==> src/rtl/ibex_mem_arbiter_pkg.sv <==
// Shared types and default widths for the Ibex instruction/data memory arbiter.
package ibex_mem_arb_pkg;

  localparam int unsigned AddrWidthDefault = 15;
  localparam int unsigned DataWidthDefault = 32;
  localparam int unsigned StrbWidthDefault = 32;

  typedef enum logic {
    OWN_INSTR = 1'b0,
    OWN_DATA  = 1'b1
  } mem_owner_e;

  function automatic mem_owner_e other_owner(input mem_owner_e owner);
    return (owner == OWN_INSTR) ? OWN_DATA : OWN_INSTR;
  endfunction

endpackage

==> src/rtl/ibex_mem_arbiter_if.sv <==
// Request/grant/response memory bus used by both requesters and the shared memory.
interface ibex_mem_arbiter_if
  import ibex_mem_arb_pkg::*;
#(
  parameter int unsigned AddrWidth = AddrWidthDefault,
  parameter int unsigned DataWidth = DataWidthDefault,
  parameter int unsigned StrbWidth = StrbWidthDefault
);

  logic                 req;
  logic                 gnt;
  logic [AddrWidth-1:0] addr;
  logic [DataWidth-1:0] wdata;
  logic [StrbWidth-1:0] strb;
  logic                 we;
  logic                 rvalid;
  logic [DataWidth-1:0] rdata;

  // Arbiter side facing a requester.
  modport slave (
    input  req, addr, wdata, strb, we,
    output gnt, rvalid, rdata
  );

  // Arbiter side facing the shared memory; rdata is valid the cycle after gnt.
  modport master (
    output req, addr, wdata, strb, we,
    input  gnt, rdata
  );

endinterface

==> src/rtl/ibex_mem_arbiter_rr2.sv <==
// Two-input round-robin picker; the selection is locked while a request waits for grant.
module ibex_mem_arb_rr2
  import ibex_mem_arb_pkg::*;
(
  input  logic       clk,
  input  logic       rst,
  input  logic [1:0] i_req,
  input  logic       i_gnt,
  input  logic       i_pend,
  output mem_owner_e o_sel,
  output mem_owner_e o_prio
);

  mem_owner_e prio_q;
  mem_owner_e lock_sel_q;
  logic       lock_q;
  mem_owner_e w_sel;

  // i_req[0] is the instruction port, i_req[1] the data port; idle defaults to DATA.
  always_comb begin
    w_sel = OWN_DATA;
    if (lock_q) begin
      w_sel = lock_sel_q;
    end else begin
      case (i_req)
        2'b01:   w_sel = OWN_INSTR;
        2'b10:   w_sel = OWN_DATA;
        2'b11:   w_sel = prio_q;
        default: w_sel = OWN_DATA;
      endcase
    end
  end

  always_ff @(posedge clk or posedge rst) begin
    if (rst) begin
      prio_q     <= OWN_DATA;
      lock_q     <= 1'b0;
      lock_sel_q <= OWN_DATA;
    end else begin
      if (i_pend) begin
        lock_q     <= 1'b1;
        lock_sel_q <= w_sel;
      end else if (i_gnt) begin
        lock_q     <= 1'b0;
      end
      if (i_gnt) begin
        prio_q <= other_owner(w_sel);
      end
    end
  end

  assign o_sel  = w_sel;
  assign o_prio = prio_q;

endmodule

==> src/rtl/ibex_mem_arbiter.sv <==
// Shares one single-port memory between the Ibex instruction and data interfaces,
// granting round-robin and routing the one-cycle read response back to its owner.
module ibex_mem_arbiter
  import ibex_mem_arb_pkg::*;
(
  input  logic                clk_i,
  input  logic                rst_i,
  ibex_mem_arbiter_if.slave   instr_if,
  ibex_mem_arbiter_if.slave   data_if,
  ibex_mem_arbiter_if.master  mem_if
);

  logic       w_memReq;
  logic       w_gnt;
  logic       w_pend;
  mem_owner_e w_sel;
  mem_owner_e w_prio;
  mem_owner_e rsp_own_q;
  logic       rsp_vld_q;

  assign w_memReq = instr_if.req | data_if.req;
  // Grants are forced low while reset is held so nothing is accepted during reset.
  assign w_gnt    = mem_if.gnt & w_memReq & ~rst_i;
  assign w_pend   = w_memReq & ~mem_if.gnt;

  ibex_mem_arb_rr2 u_rr2 (
    .clk    (clk_i),
    .rst    (rst_i),
    .i_req  ({data_if.req, instr_if.req}),
    .i_gnt  (w_gnt),
    .i_pend (w_pend),
    .o_sel  (w_sel),
    .o_prio (w_prio)
  );

  assign mem_if.req   = w_memReq;
  assign mem_if.addr  = (w_sel == OWN_INSTR) ? instr_if.addr  : data_if.addr;
  assign mem_if.wdata = (w_sel == OWN_INSTR) ? instr_if.wdata : data_if.wdata;
  assign mem_if.strb  = (w_sel == OWN_INSTR) ? instr_if.strb  : data_if.strb;
  assign mem_if.we    = (w_sel == OWN_INSTR) ? instr_if.we    : data_if.we;

  assign instr_if.gnt = w_gnt & (w_sel == OWN_INSTR);
  assign data_if.gnt  = w_gnt & (w_sel == OWN_DATA);

  always_ff @(posedge clk_i or posedge rst_i) begin
    if (rst_i) begin
      rsp_vld_q <= 1'b0;
      rsp_own_q <= OWN_DATA;
    end else begin
      rsp_vld_q <= w_gnt;
      if (w_gnt) begin
        rsp_own_q <= w_sel;
      end
    end
  end

  assign instr_if.rvalid = rsp_vld_q & (rsp_own_q == OWN_INSTR);
  assign data_if.rvalid  = rsp_vld_q & (rsp_own_q == OWN_DATA);
  // Read data fans out unqualified; consumers look at rvalid.
  assign instr_if.rdata  = mem_if.rdata;
  assign data_if.rdata   = mem_if.rdata;

  logic w_unusedPrio;
  assign w_unusedPrio = (w_prio == OWN_DATA);

endmodule

==> src/flat_wrapper.sv <==
// flat-port wrapper written by rule: the top's interface ports become plain ports
module ibex_mem_arbiter_flat import ibex_mem_arb_pkg::*;
  (clk_i, rst_i, instr_if_req, instr_if_addr, instr_if_wdata, instr_if_strb, instr_if_we, instr_if_gnt, instr_if_rvalid, instr_if_rdata, data_if_req, data_if_addr, data_if_wdata, data_if_strb, data_if_we, data_if_gnt, data_if_rvalid, data_if_rdata, mem_if_req, mem_if_addr, mem_if_wdata, mem_if_strb, mem_if_we, mem_if_gnt, mem_if_rdata);
  ibex_mem_arbiter_if instr_if_i ();
  ibex_mem_arbiter_if data_if_i ();
  ibex_mem_arbiter_if mem_if_i ();
  input  logic clk_i;
  input  logic rst_i;
  input wire logic [$bits(instr_if_i.req)-1:0] instr_if_req;
  input wire logic [$bits(instr_if_i.addr)-1:0] instr_if_addr;
  input wire logic [$bits(instr_if_i.wdata)-1:0] instr_if_wdata;
  input wire logic [$bits(instr_if_i.strb)-1:0] instr_if_strb;
  input wire logic [$bits(instr_if_i.we)-1:0] instr_if_we;
  output wire logic [$bits(instr_if_i.gnt)-1:0] instr_if_gnt;
  output wire logic [$bits(instr_if_i.rvalid)-1:0] instr_if_rvalid;
  output wire logic [$bits(instr_if_i.rdata)-1:0] instr_if_rdata;
  input wire logic [$bits(data_if_i.req)-1:0] data_if_req;
  input wire logic [$bits(data_if_i.addr)-1:0] data_if_addr;
  input wire logic [$bits(data_if_i.wdata)-1:0] data_if_wdata;
  input wire logic [$bits(data_if_i.strb)-1:0] data_if_strb;
  input wire logic [$bits(data_if_i.we)-1:0] data_if_we;
  output wire logic [$bits(data_if_i.gnt)-1:0] data_if_gnt;
  output wire logic [$bits(data_if_i.rvalid)-1:0] data_if_rvalid;
  output wire logic [$bits(data_if_i.rdata)-1:0] data_if_rdata;
  output wire logic [$bits(mem_if_i.req)-1:0] mem_if_req;
  output wire logic [$bits(mem_if_i.addr)-1:0] mem_if_addr;
  output wire logic [$bits(mem_if_i.wdata)-1:0] mem_if_wdata;
  output wire logic [$bits(mem_if_i.strb)-1:0] mem_if_strb;
  output wire logic [$bits(mem_if_i.we)-1:0] mem_if_we;
  input wire logic [$bits(mem_if_i.gnt)-1:0] mem_if_gnt;
  input wire logic [$bits(mem_if_i.rdata)-1:0] mem_if_rdata;
  assign instr_if_i.req = instr_if_req;
  assign instr_if_i.addr = instr_if_addr;
  assign instr_if_i.wdata = instr_if_wdata;
  assign instr_if_i.strb = instr_if_strb;
  assign instr_if_i.we = instr_if_we;
  assign instr_if_gnt = instr_if_i.gnt;
  assign instr_if_rvalid = instr_if_i.rvalid;
  assign instr_if_rdata = instr_if_i.rdata;
  assign data_if_i.req = data_if_req;
  assign data_if_i.addr = data_if_addr;
  assign data_if_i.wdata = data_if_wdata;
  assign data_if_i.strb = data_if_strb;
  assign data_if_i.we = data_if_we;
  assign data_if_gnt = data_if_i.gnt;
  assign data_if_rvalid = data_if_i.rvalid;
  assign data_if_rdata = data_if_i.rdata;
  assign mem_if_req = mem_if_i.req;
  assign mem_if_addr = mem_if_i.addr;
  assign mem_if_wdata = mem_if_i.wdata;
  assign mem_if_strb = mem_if_i.strb;
  assign mem_if_we = mem_if_i.we;
  assign mem_if_i.gnt = mem_if_gnt;
  assign mem_if_i.rdata = mem_if_rdata;
  ibex_mem_arbiter u_core (.clk_i(clk_i), .rst_i(rst_i), .instr_if(instr_if_i), .data_if(data_if_i), .mem_if(mem_if_i));
endmodule
==> config.mk <==
export PLATFORM = sky130hd
export DESIGN_NAME = ibex_mem_arbiter_flat
export DESIGN_NICKNAME = d
export VERILOG_FILES = /design/src/rtl/ibex_mem_arbiter_pkg.sv /design/src/rtl/ibex_mem_arbiter_if.sv /design/src/rtl/ibex_mem_arbiter_rr2.sv /design/src/rtl/ibex_mem_arbiter.sv /design/src/flat_wrapper.sv
export SDC_FILE = /design/constraint.sdc
export NUM_CORES = 1
export LEC_CHECK = 0
export ABC_AREA = 0
export BUFFER_PORTS_ARGS = -buffer_cell sky130_fd_sc_hd__buf_2
export CAP_MARGIN = 0
export CORE_AREA = 10 10 127 129
export DETAILED_ROUTE_END_ITERATION = 12
export DIE_AREA = 0 0 137 139
export MAX_ROUTING_LAYER = met4
export SLEW_MARGIN = 20
export SYNTH_ARGS = -nofsm -noshare
export SYNTH_HDL_FRONTEND = slang
export SYNTH_SLANG_ARGS = --single-unit
==> constraint.sdc <==
create_clock -name clk_i -period 2.76 [get_ports clk_i]
set_input_delay 0.276 -clock clk_i [delete_from_list [all_inputs] [get_ports clk_i]]
set_output_delay 0.276 -clock clk_i [all_outputs]
set_load 0.01 [all_outputs]
# Yosys cells after proc, flatten, opt, wreduce, memory -nomap -nowiden
# Index checks and enable logic that the tools add are counted.
# totals
regBits	5
in_bits	197
out_inout_bits	149
# classes
n_eq_ne	2
mux	9
bitwise	12
reduce_logical	1
# ops
cell	n
$mux W32	2
$mux W15	1
$and A1 B1 Y1	7
$mux W1	5
$not A1 Y1	4
$eq A2 B1 Y1 const B	1
$eq A2 B2 Y1 const B	1
$pmux W1 S2	1
$reduce_bool A2 Y1	1
$or A1 B1 Y1	1

# Logic depth before layout (Yosys ltp)
# Gate-level depths: netlist (run 1).
# logic_depth
word_depth	5
mapped_depth	5
ltp_nobuf	5

# Cells and area by module
# A second synthesis (run 1) with hierarchy kept.
# hier_totals
hier_cells	177
hier_area_um2	1990.7
# by_module_without_submodules
module	instances	cells_per_inst	area_each_um2	seq_area_each_um2
ibex_mem_arbiter	1	165	1843.0	51.3
ibex_mem_arb_rr2	1	12	147.6	77.6

# Worst setup path before layout (run 1)
# No wires, ideal clock.
# synth_path
kind	reg2out
start	register u_core.u_rr2.prio_q, in the netlist u_core.u_rr2.o_prio
end	output port mem_if_strb[27]
t_arrival_ps	1366
setup_slack_ps	1118
stages_incl_launch_ff	6
path_buffers	2
cell_sequence	dfstp_2 > a21bo_1 > mux2i_4 > buf_6 > buf_6 > mux2_1
# synth_between
elab_chain_len	3
# synth_lines
item	line_no	source
from (decl)	ibex_mem_arbiter_rr2.sv:14	mem_owner_e prio_q;
from (signal assigned)	ibex_mem_arbiter_rr2.sv:47	prio_q <= other_owner(w_sel);
$pmux W1 S2	ibex_mem_arbiter_rr2.sv:25	case (i_req)
$mux W1	ibex_mem_arbiter_rr2.sv:22	if (lock_q) begin
$mux W32	ibex_mem_arbiter.sv:39	assign mem_if.strb = (w_sel == OWN_INSTR) ? instr_if.strb : data_if.strb;
to (decl)	flat_wrapper.sv:28	output wire logic [$bits(mem_if_i.strb)-1:0] mem_if_strb;
# Every way passes these cells.

# Final worst setup path (run 1)
# layout_path
start	register u_core.u_rr2.prio_q, in the netlist u_core.u_rr2.o_prio
end	output port mem_if_addr[5]
# layout_between
elab_chain_len	3
# layout_lines
item	line_no	source
$pmux W1 S2	ibex_mem_arbiter_rr2.sv:25	
$mux W1	ibex_mem_arbiter_rr2.sv:22	
$mux W15	ibex_mem_arbiter.sv:37	assign mem_if.addr = (w_sel == OWN_INSTR) ? instr_if.addr : data_if.addr;
to (decl)	flat_wrapper.sv:26	output wire logic [$bits(mem_if_i.addr)-1:0] mem_if_addr;
# Every way passes these cells.

==> results of run 1 <==
[cell type report]
class / instances / area [um2]
inverter: 4 / 15.0
tap: 180 / 225
multi-input combinational: 94 / 1010
clock buffer: 4 / 78.8
sequential: 5 / 129
timing repair buffer: 252 / 1280
fill: 1545 / 10900
[stage by stage]
stage	setup WS, ns	cells
final	0.484	539
after global routing	0.386	539
after CTS	0.460	539
after detailed placement	0.643	534
after global placement	0.648	534
after floorplan	1.12	176
[worst max-delay path by stage]
stage	to	cells past startpoint	slack [ns]	from
finish	mem_if_addr[5]	5	0.48	u_core.u_rr2.o_prio
global route	mem_if_addr[8]	5	0.39	u_core.u_rr2.o_prio
floorplan	mem_if_strb[27]	5	1.12	u_core.u_rr2.o_prio
detailed placement	mem_if_addr[5]	6	0.64	data_if_req
CTS	mem_if_addr[5]	5	0.46	u_core.u_rr2.o_prio
global placement	mem_if_addr[5]	6	0.65	data_if_req
[routing by layer]
metal,up-vias,wire length [um],share of wire,GRT usage
met5,-,0,0,-
met4,0,153,0.017,0.0189
met3,14,1320,0.15,0.0402
met2,207,4100,0.47,0.140
met1,835,3200,0.37,0.0846
li1,907,-,-,-
[power by group through the flow]
stage                     logic [mW]  registers [mW]  clock network [mW]
after floorplan                0.670           0.112                   0
after global placement         0.930           0.115                   0
after detailed placement       0.932           0.117                   0
after CTS                      0.939           0.116               0.238
after global routing           0.997           0.118               0.241
final                          0.918           0.115               0.235
[what timing repair did]
action,CTS,global route
endpoints found under the hold margin,2,0
hold buffers,1,0
endpoints found under the setup margin,0,0
[cell families after synthesis]
family	share of synthesized area
multiplexers	0.549
buffers and inverters	0.338
AND/OR/NAND/NOR	0.0204
AO/OA/AOI/OAI	0.0175
flip-flops	0.0749
[registers in the layout, summed over array words and instances (netlist names)]
name	cells
u_core.u_rr2.lock_sel_q	1
u_core.rsp_own_q	1
u_core.u_rr2.o_prio	1
u_core.rsp_vld_q	1
u_core.u_rr2.lock_q	1
[cell usage in the layout, fill, tap and decap left out, types with 2 or more instances in the layout]
| master | count |
|---|---|
| sky130_fd_sc_hd__buf_2 | 249 |
| sky130_fd_sc_hd__and2_1 | 2 |
| sky130_fd_sc_hd__nor2_1 | 3 |
| sky130_fd_sc_hd__dfrtp_1 | 2 |
| sky130_fd_sc_hd__clkbuf_16 | 3 |
| sky130_fd_sc_hd__mux2_2 | 36 |
| sky130_fd_sc_hd__dfstp_2 | 3 |
| sky130_fd_sc_hd__inv_1 | 4 |
| sky130_fd_sc_hd__mux2_1 | 45 |
==> impl_metrics.prom, run 1 <==
# TYPE chip_impl_metric gauge
chip_impl_info{name="outcome",value="completed"} 1
chip_impl_metric{name="worst_slew_margin_rel",unit=""} 0.683
chip_impl_metric{name="ctsHtreeMaxLevel",unit=""} 1
chip_impl_metric{name="dieHeight",unit="um"} 139
chip_impl_info{name="path_class_of_the_lowest_slack_min_delay_path",value="primary input to register"} 1
chip_impl_info{name="cts_tree",value="built"} 1
chip_impl_metric{name="synth.yosys.seq_area_share",unit=""} 0.0749
chip_impl_info{name="synth_common_cells",value="64 x sky130_fd_sc_hd__buf_4, 45 x sky130_fd_sc_hd__mux2_1, 36 x sky130_fd_sc_hd__mux2_2, 5 x sky130_fd_sc_hd__buf_6, 4 x sky130_fd_sc_hd__inv_1"} 1
chip_impl_info{name="dominantRegCellSynth",value="sky130_fd_sc_hd__dfstp_2"} 1
chip_impl_metric{name="postSynthRegisterBits",unit=""} 5
chip_impl_metric{name="initial_core_util",unit=""} 0.126
chip_impl_metric{name="drt-total-wl",unit="mm"} 8.78
chip_impl_metric{name="maximum_number_of_pins_on_one_net_before_global_route_repair",unit=""} 49
chip_impl_metric{name="postSynthAreaPerCell",unit="um2"} 9.78
chip_impl_metric{name="synth_enable_flop_cells",unit=""} 0
chip_impl_metric{name="report.final.hold_viol_count",unit=""} 0
chip_impl_metric{name="tns",unit="ns"} 0
chip_impl_metric{name="grt_pass1_wl",unit="mm"} 12.2
chip_impl_metric{name="worstPathRequired",unit="ns"} 2.48
chip_impl_metric{name="report.final.slew_viol_count",unit=""} 0
chip_impl_metric{name="pwr-share-seq",unit=""} 0.091
chip_impl_metric{name="ff2ff_path_depth",unit=""} 4
chip_impl_info{name="rsz0062_at_grt",value="no"} 1
chip_impl_metric{name="post-route-min-period",unit="ns"} 2.28
chip_impl_metric{name="drt_pass1_iterations",unit=""} 4
chip_impl_info{name="synth.area.top_cells",value="sky130_fd_sc_hd__mux2_1 29%, sky130_fd_sc_hd__buf_4 28%, sky130_fd_sc_hd__mux2_2 24%"} 1
chip_impl_metric{name="route.detailed.drc",unit=""} 0
chip_impl_metric{name="yosysTopAreaCellShare",unit=""} 0.295
chip_impl_metric{name="worst_clock_skew",unit="ns"} 0.00254
chip_impl_metric{name="post_synth_inst_count",unit=""} 176
chip_impl_metric{name="worst_slew_pin_slew",unit="ns"} 0.476
chip_impl_metric{name="path_clk_slew",unit="ns"} 0.03
chip_impl_metric{name="syn2layout_area_growth",unit="%"} 59.3
chip_impl_metric{name="final_instance_area",unit="mm2"} 0.00274
chip_impl_metric{name="antenna_violations_before_repair",unit=""} 1
chip_impl_metric{name="place_congestion",unit=""} 0.753
chip_impl_metric{name="hpwl_after_detailed_placement",unit="mm"} 8.04
chip_impl_metric{name="total_routing_resource_utilization_after_global_routing",unit=""} 0.0830
chip_impl_metric{name="timing.critical_path.buf_inv",unit=""} 2
chip_impl_metric{name="share_clk_of_total_power",unit=""} 0.185
chip_impl_metric{name="fin_total_pwr",unit="mW"} 1.27
chip_impl_info{name="startpoint_type",value="register"} 1
chip_impl_metric{name="cts.repair.resized",unit=""} 0
chip_impl_info{name="synth.largest_area_cell",value="sky130_fd_sc_hd__mux2_1"} 1
chip_impl_metric{name="path_max_fanout",unit=""} 37
chip_impl_metric{name="cts_buffer_depth",unit=""} 2
chip_impl_metric{name="leakagePower",unit="nW"} 1.48
chip_impl_metric{name="timing.hold.ws",unit="ns"} 0.244
chip_impl_metric{name="route.vias.total",unit=""} 1963
chip_impl_metric{name="power.net_switching",unit="mW"} 0.499
chip_impl_metric{name="globalRouteOverflowTotal",unit=""} 0
chip_impl_metric{name="horizontal_die_dimension",unit="um"} 137
chip_impl_metric{name="ratio_of_cells_with_drive_above_1_in_the_final_layout",unit=""} 0.819
chip_impl_metric{name="p_per_area",unit="mW/mm2"} 462
chip_impl_info{name="timing.critical_path.slowest_stage_cell",value="sky130_fd_sc_hd__buf_4"} 1
chip_impl_metric{name="grt_pass1_vias",unit=""} 2291
chip_impl_info{name="yosys.cell_count.top_type",value="sky130_fd_sc_hd__buf_4"} 1
chip_impl_metric{name="finalSetupViolations",unit=""} 0
chip_impl_info{name="worstHoldStart",value="mem_if_gnt"} 1
chip_impl_metric{name="pwr-share-comb",unit=""} 0.724
chip_impl_metric{name="vias_per_cell",unit=""} 3.64
chip_impl_metric{name="achievable-frequency",unit="MHz"} 439
chip_impl_info{name="cts_root_cell",value="sky130_fd_sc_hd__clkbuf_16"} 1
chip_impl_metric{name="max_stage_delay",unit="ns"} 0.44
chip_impl_metric{name="buffer_ports.inserted",unit=""} 249
chip_impl_metric{name="rows",unit=""} 43
chip_impl_metric{name="post_cts_buffers",unit=""} 0
chip_impl_info{name="worstPathCellList",value="a21bo_1, mux2i_4, buf_4, mux2_1, buf_2"} 1
chip_impl_metric{name="antenna_violating_nets_post_route",unit=""} 0
chip_impl_metric{name="placed_area",unit="mm2"} 0.00265
chip_impl_info{name="terminating_pin_of_the_worst_hold_path",value="u_core.u_rr2.lock_sel_q"} 1
chip_impl_metric{name="fp.dieArea",unit="mm2"} 0.0190
chip_impl_metric{name="core_region_area",unit="mm2"} 0.0137
chip_impl_metric{name="library_cells_used_by_synthesis",unit=""} 19
chip_impl_metric{name="critPathArrivalTime",unit="ns"} 2.00
chip_impl_metric{name="async_reset_ff_frac",unit=""} 1.00
chip_impl_metric{name="synth_area",unit="mm2"} 0.00172
chip_impl_metric{name="wl_per_cell",unit="um"} 16.3
chip_impl_metric{name="numCtsBuffers",unit=""} 3
chip_impl_metric{name="io_pins",unit=""} 346
chip_impl_metric{name="yosys_warnings",unit=""} 0
chip_impl_metric{name="sw_frac_of_total",unit=""} 0.394
chip_impl_metric{name="drv_cap",unit=""} 0
chip_impl_info{name="worstReg2RegEnd",value="u_core.u_rr2.o_prio"} 1
chip_impl_metric{name="initialDrtViolationCount",unit=""} 20
chip_impl_metric{name="cts_sinks",unit=""} 5
chip_impl_metric{name="number_of_antenna_cells_inserted",unit=""} 0
chip_impl_info{name="worstSetupPathType",value="register to output pin"} 1
chip_impl_info{name="timing.critical_path.to_type",value="output pin"} 1
chip_impl_info{name="rr_startpoint",value="u_core.u_rr2.o_prio"} 1
chip_impl_metric{name="internal_power",unit="mW"} 0.768
chip_impl_metric{name="synth_nets",unit=""} 373
chip_impl_metric{name="min_delay_path_depth",unit=""} 2
chip_impl_info{name="path_delay_family",value="multiplexers"} 1
chip_impl_metric{name="regToRegSetupSlack",unit="ns"} 1.49
chip_impl_metric{name="layout.nets",unit=""} 557
chip_impl_metric{name="vdd_ir_max",unit="V"} 0.000183
chip_impl_metric{name="utilization",unit=""} 0.201
chip_impl_metric{name="worst_skew_pair.late_latency",unit="ns"} 0.23
chip_impl_metric{name="fin_crit_sh",unit=""} 0.825
No activity file was read; power rests on OpenSTA's default activity.
==> inputs of run 2 (changes only) <==
Settings changed: ABC_AREA 0 to 1.
Clock period 2.76 ns to 2.4 ns, I/O delays scaled along.
==> run 2 against run 1 <==
Compared with the run above: cell count up 33%; routed wire length up 17%; via count up 43%; critical endpoint is now mem_if_wdata[29]; clock power up 15%; hold slack better by 0.043 ns; area after synthesis up 25%; critical path depth up 1; first-iteration DRC count rose to 4.3 times the previous value; utilization up 2.0 points; combinational power up 34%; sequential share of layout area down 0.43 points.
==> impl_metrics.prom, run 2 <==
# TYPE chip_impl_metric gauge
chip_impl_metric{name="achievable-frequency",unit="MHz"} 478
chip_impl_metric{name="async_reset_ff_frac",unit=""} 1.00
chip_impl_metric{name="antenna_violations_before_repair",unit=""} 1
chip_impl_info{name="synth.area.top_cells",value="sky130_fd_sc_hd__nand2_1 30%, sky130_fd_sc_hd__buf_4 24%, sky130_fd_sc_hd__nand3_1 14%"} 1
chip_impl_info{name="worstReg2RegEnd",value="u_core.rsp_own_q"} 1
chip_impl_info{name="startpoint_type",value="register"} 1
chip_impl_metric{name="route.detailed.drc",unit=""} 0
chip_impl_metric{name="fin_crit_sh",unit=""} 0.872
chip_impl_metric{name="synth_nets",unit=""} 565
chip_impl_metric{name="ctsHtreeMaxLevel",unit=""} 1
chip_impl_metric{name="post_synth_inst_count",unit=""} 368
chip_impl_metric{name="syn2layout_area_growth",unit="%"} 39.7
chip_impl_metric{name="io_pins",unit=""} 346
chip_impl_info{name="layout_common_cells",value="249 x sky130_fd_sc_hd__buf_2, 171 x sky130_fd_sc_hd__nand2_1, 61 x sky130_fd_sc_hd__nand3_1"} 1
chip_impl_info{name="synth.largest_area_cell",value="sky130_fd_sc_hd__nand2_1"} 1
chip_impl_info{name="cts_root_cell",value="sky130_fd_sc_hd__clkbuf_16"} 1
chip_impl_metric{name="dieHeight",unit="um"} 139
chip_impl_metric{name="post-route-min-period",unit="ns"} 2.09
chip_impl_metric{name="numCtsBuffers",unit=""} 3
chip_impl_metric{name="report.final.hold_viol_count",unit=""} 0
chip_impl_metric{name="cts_hold_buffers",unit=""} 1
chip_impl_metric{name="postSynthRegisterBits",unit=""} 5
chip_impl_metric{name="utilization",unit=""} 0.221
chip_impl_metric{name="p_per_area",unit="mW/mm2"} 536
chip_impl_metric{name="yosysTopAreaCellShare",unit=""} 0.298
chip_impl_metric{name="grt_pass1_vias",unit=""} 2994
chip_impl_metric{name="library_cells_used_by_synthesis",unit=""} 19
chip_impl_info{name="rr_startpoint",value="u_core.u_rr2.o_prio"} 1
chip_impl_metric{name="initialDrtViolationCount",unit=""} 85
chip_impl_metric{name="worst_skew_pair.late_latency",unit="ns"} 0.23
chip_impl_metric{name="worst_slack",unit="ns"} 0.308
chip_impl_info{name="cts_tree",value="built"} 1
chip_impl_metric{name="route.vias.total",unit=""} 2803
chip_impl_info{name="yosys.cell_count.top_type",value="sky130_fd_sc_hd__nand2_1"} 1
chip_impl_metric{name="report.final.slew_viol_count",unit=""} 0
chip_impl_metric{name="vias_per_cell",unit=""} 3.90
chip_impl_info{name="worstSetupPathType",value="register to output pin"} 1
chip_impl_metric{name="worst_slew_margin_rel",unit=""} 0.563
chip_impl_metric{name="hpwl_after_detailed_placement",unit="mm"} 8.76
chip_impl_metric{name="post_cts_buffers",unit=""} 0
chip_impl_metric{name="cts_sinks",unit=""} 5
chip_impl_metric{name="synth_area",unit="mm2"} 0.00216
chip_impl_metric{name="tns",unit="ns"} 0
chip_impl_metric{name="maximum_number_of_pins_on_one_net_before_global_route_repair",unit=""} 65
chip_impl_metric{name="placement.setup.worst_slack",unit="ns"} 0.514
chip_impl_metric{name="leakagePower",unit="nW"} 1.98
chip_impl_metric{name="cts.repair.resized",unit=""} 0
chip_impl_metric{name="path_clk_slew",unit="ns"} 0.03
chip_impl_metric{name="path_max_fanout",unit=""} 54
chip_impl_metric{name="wl_per_cell",unit="um"} 14.3
chip_impl_metric{name="synth_enable_flop_cells",unit=""} 0
chip_impl_metric{name="ff2ff_path_depth",unit=""} 5
chip_impl_metric{name="drt-total-wl",unit="mm"} 10.3
chip_impl_metric{name="place_congestion",unit=""} 0.792
chip_impl_metric{name="cts_buffer_depth",unit=""} 2
chip_impl_info{name="final_common_cell",value="sky130_fd_sc_hd__buf_2"} 1
chip_impl_metric{name="yosys_warnings",unit=""} 0
chip_impl_metric{name="grt_pass1_wl",unit="mm"} 15.2
chip_impl_metric{name="ratio_of_cells_with_drive_above_1_in_the_final_layout",unit=""} 0.536
chip_impl_metric{name="regToRegSetupSlack",unit="ns"} 0.85
chip_impl_metric{name="finalSetupViolations",unit=""} 0
chip_impl_info{name="path_class_of_the_lowest_slack_min_delay_path",value="primary input to register"} 1
chip_impl_metric{name="globalRouteOverflowTotal",unit=""} 0
chip_impl_info{name="synth_common_cells",value="171 x sky130_fd_sc_hd__nand2_1, 70 x sky130_fd_sc_hd__buf_4, 61 x sky130_fd_sc_hd__nand3_1, 21 x sky130_fd_sc_hd__nand3_2, 9 x sky130_fd_sc_hd__inv_1"} 1
chip_impl_metric{name="worst_clock_skew",unit="ns"} 0.00194
chip_impl_metric{name="horizontal_die_dimension",unit="um"} 137
chip_impl_info{name="timing.critical_path.to_type",value="output pin"} 1
chip_impl_metric{name="total_routing_resource_utilization_after_global_routing",unit=""} 0.0992
chip_impl_metric{name="postSynthAreaPerCell",unit="um2"} 5.86
chip_impl_metric{name="antenna_violating_nets_post_route",unit=""} 0
chip_impl_info{name="dominantRegCellSynth",value="sky130_fd_sc_hd__dfstp_2"} 1
chip_impl_metric{name="layout.nets",unit=""} 735
chip_impl_metric{name="vdd_ir_max",unit="V"} 0.000266
chip_impl_metric{name="fp.dieArea",unit="mm2"} 0.0190
chip_impl_metric{name="drv_cap",unit=""} 0
chip_impl_info{name="outcome",value="completed"} 1
chip_impl_metric{name="synth.yosys.seq_area_share",unit=""} 0.0597
chip_impl_metric{name="critPathArrivalTime",unit="ns"} 1.85
chip_impl_metric{name="worst_slew_pin_slew",unit="ns"} 0.655
chip_impl_metric{name="rows",unit=""} 43
chip_impl_metric{name="initial_core_util",unit=""} 0.158
chip_impl_info{name="timing.critical_path.from",value="u_core.u_rr2.o_prio"} 1
chip_impl_metric{name="drt_pass1_iterations",unit=""} 6
chip_impl_info{name="crit_end",value="mem_if_wdata[29]"} 1
chip_impl_metric{name="buffer_ports.inserted",unit=""} 249
chip_impl_metric{name="worstPathRequired",unit="ns"} 2.16
chip_impl_info{name="rsz0062_at_grt",value="no"} 1
chip_impl_metric{name="core_region_area",unit="mm2"} 0.0137
[run 2: cell types whose count changed after synthesis, moves of 6 or more]
cell / previous run / this run
sky130_fd_sc_hd__mux2_2: 36 / 0
sky130_fd_sc_hd__mux2_1: 45 / 0
sky130_fd_sc_hd__nand3_2: 0 / 21
sky130_fd_sc_hd__nand2_1: 0 / 171
sky130_fd_sc_hd__nand3_1: 1 / 61
sky130_fd_sc_hd__buf_4: 64 / 70
[run 2: cell type report]
cell class                      count  area, um2
Antenna cell                        1       2.50
Sequential cell                     5        129
Multi-Input combinational cell    262       1230
Tap cell                          180        225
Fill cell                        1600      10700
Inverter                           11       41.3
Clock buffer                        4       78.8
Timing Repair Buffer              255       1310
[run 2: critical path, stage by stage (launching register included)]
cell and delay [ns]:
sky130_fd_sc_hd__dfstp_2 0.53, sky130_fd_sc_hd__nand2_2 0.06, sky130_fd_sc_hd__nand3_4 0.07, sky130_fd_sc_hd__buf_4 0.54, sky130_fd_sc_hd__nand3_1 0.18, sky130_fd_sc_hd__nand2_1 0.11
sky130_fd_sc_hd__buf_2 0.13
[run 2: logic make-up after synthesis]
kind of cell	Yosys count	share of synthesized area
flops	5	0.0597
compound gates	1	0.00232
buf+inv	101	0.372
simple gates	261	0.566
[run 2: through the flow]
step | std cells | cell area, um2 | hold WS [ns] | total power, mW
2_1_floorplan | 368 | 2160 | 0.0245 | 1.02
3_3_place_gp | 712 | 2920 | 0.160 | 1.38
6_report | 718 | 3010 | 0.287 | 1.62
5_1_grt | 718 | 3010 | 0.298 | 1.79
3_5_place_dp | 712 | 2920 | 0.159 | 1.38
4_1_cts | 717 | 3010 | 0.288 | 1.66
[run 2: metal layers]
| layer | vias up | GRT usage | part of all wire |
|---|---|---|---|
| li1 | 1429 | - | - |
| met1 | 1156 | 0.102 | 0.37 |
| met2 | 174 | 0.168 | 0.47 |
| met3 | 44 | 0.0359 | 0.12 |
| met4 | 0 | 0.0394 | 0.039 |
| met5 | - | - | 0 |
[run 2: worst min-delay path by stage]
stage | depth (start not counted) | endpoint | from
after floorplan | 1 | u_core.rsp_vld_q | rst_i
after global placement | 2 | u_core.rsp_vld_q | rst_i
after detailed placement | 2 | u_core.rsp_vld_q | rst_i
after CTS | 4 | u_core.u_rr2.lock_sel_q | mem_if_gnt
after global routing | 4 | u_core.u_rr2.lock_sel_q | mem_if_gnt
final | 4 | u_core.u_rr2.lock_sel_q | mem_if_gnt
[run 2: power breakdown]
part	switching, mW	internal, mW	leakage (nW)	total (mW)
clock network	0.0500	0.220	0.0382	0.270
registers	0.0106	0.108	0.0556	0.119
logic	0.735	0.493	1.89	1.23
total	0.796	0.821	1.98	1.62
==> inputs of run 3 (changes only) <==
Settings changed: RECOVER_POWER from default to 50.
==> run 3 against run 2 <==
Compared with the run above: power shrank 0.39%; first-iteration DRC count grew 1.2%; cell count unchanged; via count up 0.21%; hold slack hardly changed; worst setup slack got worse by 0.0038 ns; cell area shrank 0.46%; routed wire length rose by 0.28%; fmax fell by 0.18%; clock skew about the same; combinational power barely moved; die area unchanged.
==> impl_metrics.prom, run 3 (synthesized netlist as in run 2, its figures left out) <==
# TYPE chip_impl_metric gauge
chip_impl_info{name="worstPathCellList",value="nand2_2, nand3_4, buf_4, nand3_1, nand2_1, buf_2"} 1
chip_impl_metric{name="groute.layer.met2.usage",unit=""} 0.168
chip_impl_metric{name="buffer_ports.inserted",unit=""} 249
chip_impl_metric{name="power.net_switching",unit="mW"} 0.795
chip_impl_info{name="startpoint_type",value="register"} 1
chip_impl_metric{name="critPathArrivalTime",unit="ns"} 1.86
chip_impl_metric{name="antenna_violating_nets_post_route",unit=""} 0
chip_impl_metric{name="fin_crit_sh",unit=""} 0.873
chip_impl_metric{name="drt_pass1_iterations",unit=""} 6
chip_impl_metric{name="route.detailed.drc",unit=""} 0
chip_impl_metric{name="cts_hold_buffers",unit=""} 1
chip_impl_metric{name="cts_buffer_depth",unit=""} 2
chip_impl_info{name="timing.critical_path.to_type",value="output pin"} 1
chip_impl_metric{name="io_pins",unit=""} 346
chip_impl_metric{name="dieHeight",unit="um"} 139
chip_impl_metric{name="vdd_ir_max",unit="V"} 0.000266
chip_impl_metric{name="hpwl_after_detailed_placement",unit="mm"} 8.76
chip_impl_metric{name="finalSetupViolations",unit=""} 0
chip_impl_metric{name="path_max_fanout",unit=""} 54
chip_impl_metric{name="post_cts_buffers",unit=""} 0
chip_impl_metric{name="pwr-share-comb",unit=""} 0.760
chip_impl_metric{name="post-route-min-period",unit="ns"} 2.10
chip_impl_metric{name="ctsHtreeMaxLevel",unit=""} 1
chip_impl_info{name="layout_common_cells",value="246 x sky130_fd_sc_hd__buf_2, 171 x sky130_fd_sc_hd__nand2_1, 61 x sky130_fd_sc_hd__nand3_1"} 1
chip_impl_metric{name="worstPathRequired",unit="ns"} 2.16
chip_impl_metric{name="report.final.hold_viol_count",unit=""} 0
chip_impl_metric{name="cts_sinks",unit=""} 5
chip_impl_metric{name="grt_pass1_wl",unit="mm"} 15.2
chip_impl_metric{name="rows",unit=""} 43
chip_impl_info{name="top_usage_layer",value="met2"} 1
chip_impl_metric{name="share_clk_of_total_power",unit=""} 0.167
chip_impl_metric{name="antenna_violations_before_repair",unit=""} 1
chip_impl_metric{name="place_congestion",unit=""} 0.792
chip_impl_metric{name="worst_clock_skew",unit="ns"} 0.00188
chip_impl_metric{name="grt_pass1_vias",unit=""} 2994
chip_impl_metric{name="wl_per_cell",unit="um"} 14.4
chip_impl_metric{name="total_routing_resource_utilization_after_global_routing",unit=""} 0.0992
chip_impl_metric{name="worst_skew_pair.late_latency",unit="ns"} 0.22
chip_impl_metric{name="layout.nets",unit=""} 735
chip_impl_metric{name="cts.repair.resized",unit=""} 0
chip_impl_metric{name="syn2layout_area_growth",unit="%"} 39.1
chip_impl_info{name="rsz0062_at_grt",value="no"} 1
chip_impl_info{name="final_common_cell",value="sky130_fd_sc_hd__buf_2"} 1
chip_impl_metric{name="pwr-share-seq",unit=""} 0.073
chip_impl_metric{name="fp.dieArea",unit="mm2"} 0.0190
chip_impl_metric{name="maximum_number_of_pins_on_one_net_before_global_route_repair",unit=""} 65
chip_impl_metric{name="internal_power",unit="mW"} 0.815
chip_impl_metric{name="initial_core_util",unit=""} 0.158
chip_impl_info{name="path_class_of_the_lowest_slack_min_delay_path",value="primary input to register"} 1
chip_impl_metric{name="vias_per_cell",unit=""} 3.91
chip_impl_metric{name="sw_frac_of_total",unit=""} 0.494
chip_impl_metric{name="worst_slew_pin_slew",unit="ns"} 0.655
chip_impl_metric{name="ratio_of_cells_with_drive_above_1_in_the_final_layout",unit=""} 0.525
chip_impl_metric{name="grt_use_met3",unit=""} 0.0359
chip_impl_metric{name="report.final.slew_viol_count",unit=""} 0
chip_impl_metric{name="numCtsBuffers",unit=""} 3
chip_impl_metric{name="utilization",unit=""} 0.220
chip_impl_metric{name="max_stage_delay",unit="ns"} 0.55
chip_impl_metric{name="drv_cap",unit=""} 0
chip_impl_metric{name="drt-total-wl",unit="mm"} 10.3
chip_impl_metric{name="core_region_area",unit="mm2"} 0.0137
chip_impl_metric{name="leakagePower",unit="nW"} 1.97
chip_impl_info{name="worstSetupPathType",value="register to output pin"} 1
chip_impl_metric{name="path_clk_slew",unit="ns"} 0.03
chip_impl_metric{name="tns",unit="ns"} 0
chip_impl_metric{name="initialDrtViolationCount",unit=""} 86
chip_impl_metric{name="achievable-frequency",unit="MHz"} 477
chip_impl_info{name="cts_tree",value="built"} 1
chip_impl_metric{name="worst_slew_margin_rel",unit=""} 0.564
chip_impl_metric{name="p_per_area",unit="mW/mm2"} 537
chip_impl_info{name="outcome",value="completed"} 1
chip_impl_info{name="timing.critical_path.slowest_stage_cell",value="sky130_fd_sc_hd__buf_4"} 1
chip_impl_metric{name="globalRouteOverflowTotal",unit=""} 0
chip_impl_metric{name="grt_util_met1",unit=""} 0.102
chip_impl_metric{name="route.vias.total",unit=""} 2809
chip_impl_metric{name="horizontal_die_dimension",unit="um"} 137
chip_impl_info{name="cts_root_cell",value="sky130_fd_sc_hd__clkbuf_16"} 1
==> run 3: power by group through the flow <==
stage          clock, mW  combinational [mW]  sequential [mW]
6_report           0.270                1.22            0.117
5_1_grt            0.280                1.38            0.121
4_1_cts            0.274                1.27            0.119
3_5_place_dp           0                1.26            0.119
3_3_place_gp           0                1.26            0.118
2_1_floorplan          0               0.899            0.116
==> run 3: worst paths after layout <==
check | end | start | cells after the start | slack [ns]
setup reg to reg | u_core.rsp_own_q | u_core.u_rr2.o_prio | 5 | 0.85
setup / recovery | mem_if_wdata[29] | u_core.u_rr2.o_prio | 6 | 0.30
min in group asynchronous | u_core.u_rr2.lock_q | rst_i | 3 | 0.47
max in group asynchronous | u_core.u_rr2.o_prio | rst_i | 3 | 1.67
hold reg to reg | u_core.u_rr2.lock_sel_q | u_core.u_rr2.lock_sel_q | 2 | 0.48
hold / removal | u_core.u_rr2.lock_sel_q | mem_if_gnt | 4 | 0.29
==> run 3: layout make-up <==
| cell class | instances | area, um2 |
|---|---|---|
| antenna | 1 | 2.50 |
| fill | 1602 | 10700 |
| inverter | 11 | 41.3 |
| timing repair buffer | 255 | 1300 |
| tap | 180 | 225 |
| multi-input combinational | 262 | 1220 |
| clock buffer | 4 | 78.8 |
| sequential | 5 | 129 |
==> run 3: stage by stage <==
stage	std cells	setup slack [ns]	power (mW)	instance area [um2]	hold slack, ns
2_1_floorplan	368	1.05	1.02	2160	0.0245
3_3_place_gp	712	0.530	1.38	2920	0.160
3_5_place_dp	712	0.514	1.38	2920	0.159
4_1_cts	717	0.267	1.66	3010	0.288
5_1_grt	718	0.138	1.78	3000	0.298
6_report	718	0.304	1.61	3000	0.287
==> run 3: per-layer routing <==
layer | wire length, um | up-vias
met1 | 3850 | 1155
met5 | 0 | -
li1 | - | 1430
met2 | 4830 | 180
met4 | 400 | 0
met3 | 1250 | 44
==> run 3: critical path, delay by kind of cell, from the launching register on <==
family        cells  cell delay (ns)
simple gates      4             0.42
buf+inv           2             0.68
flops             1             0.53
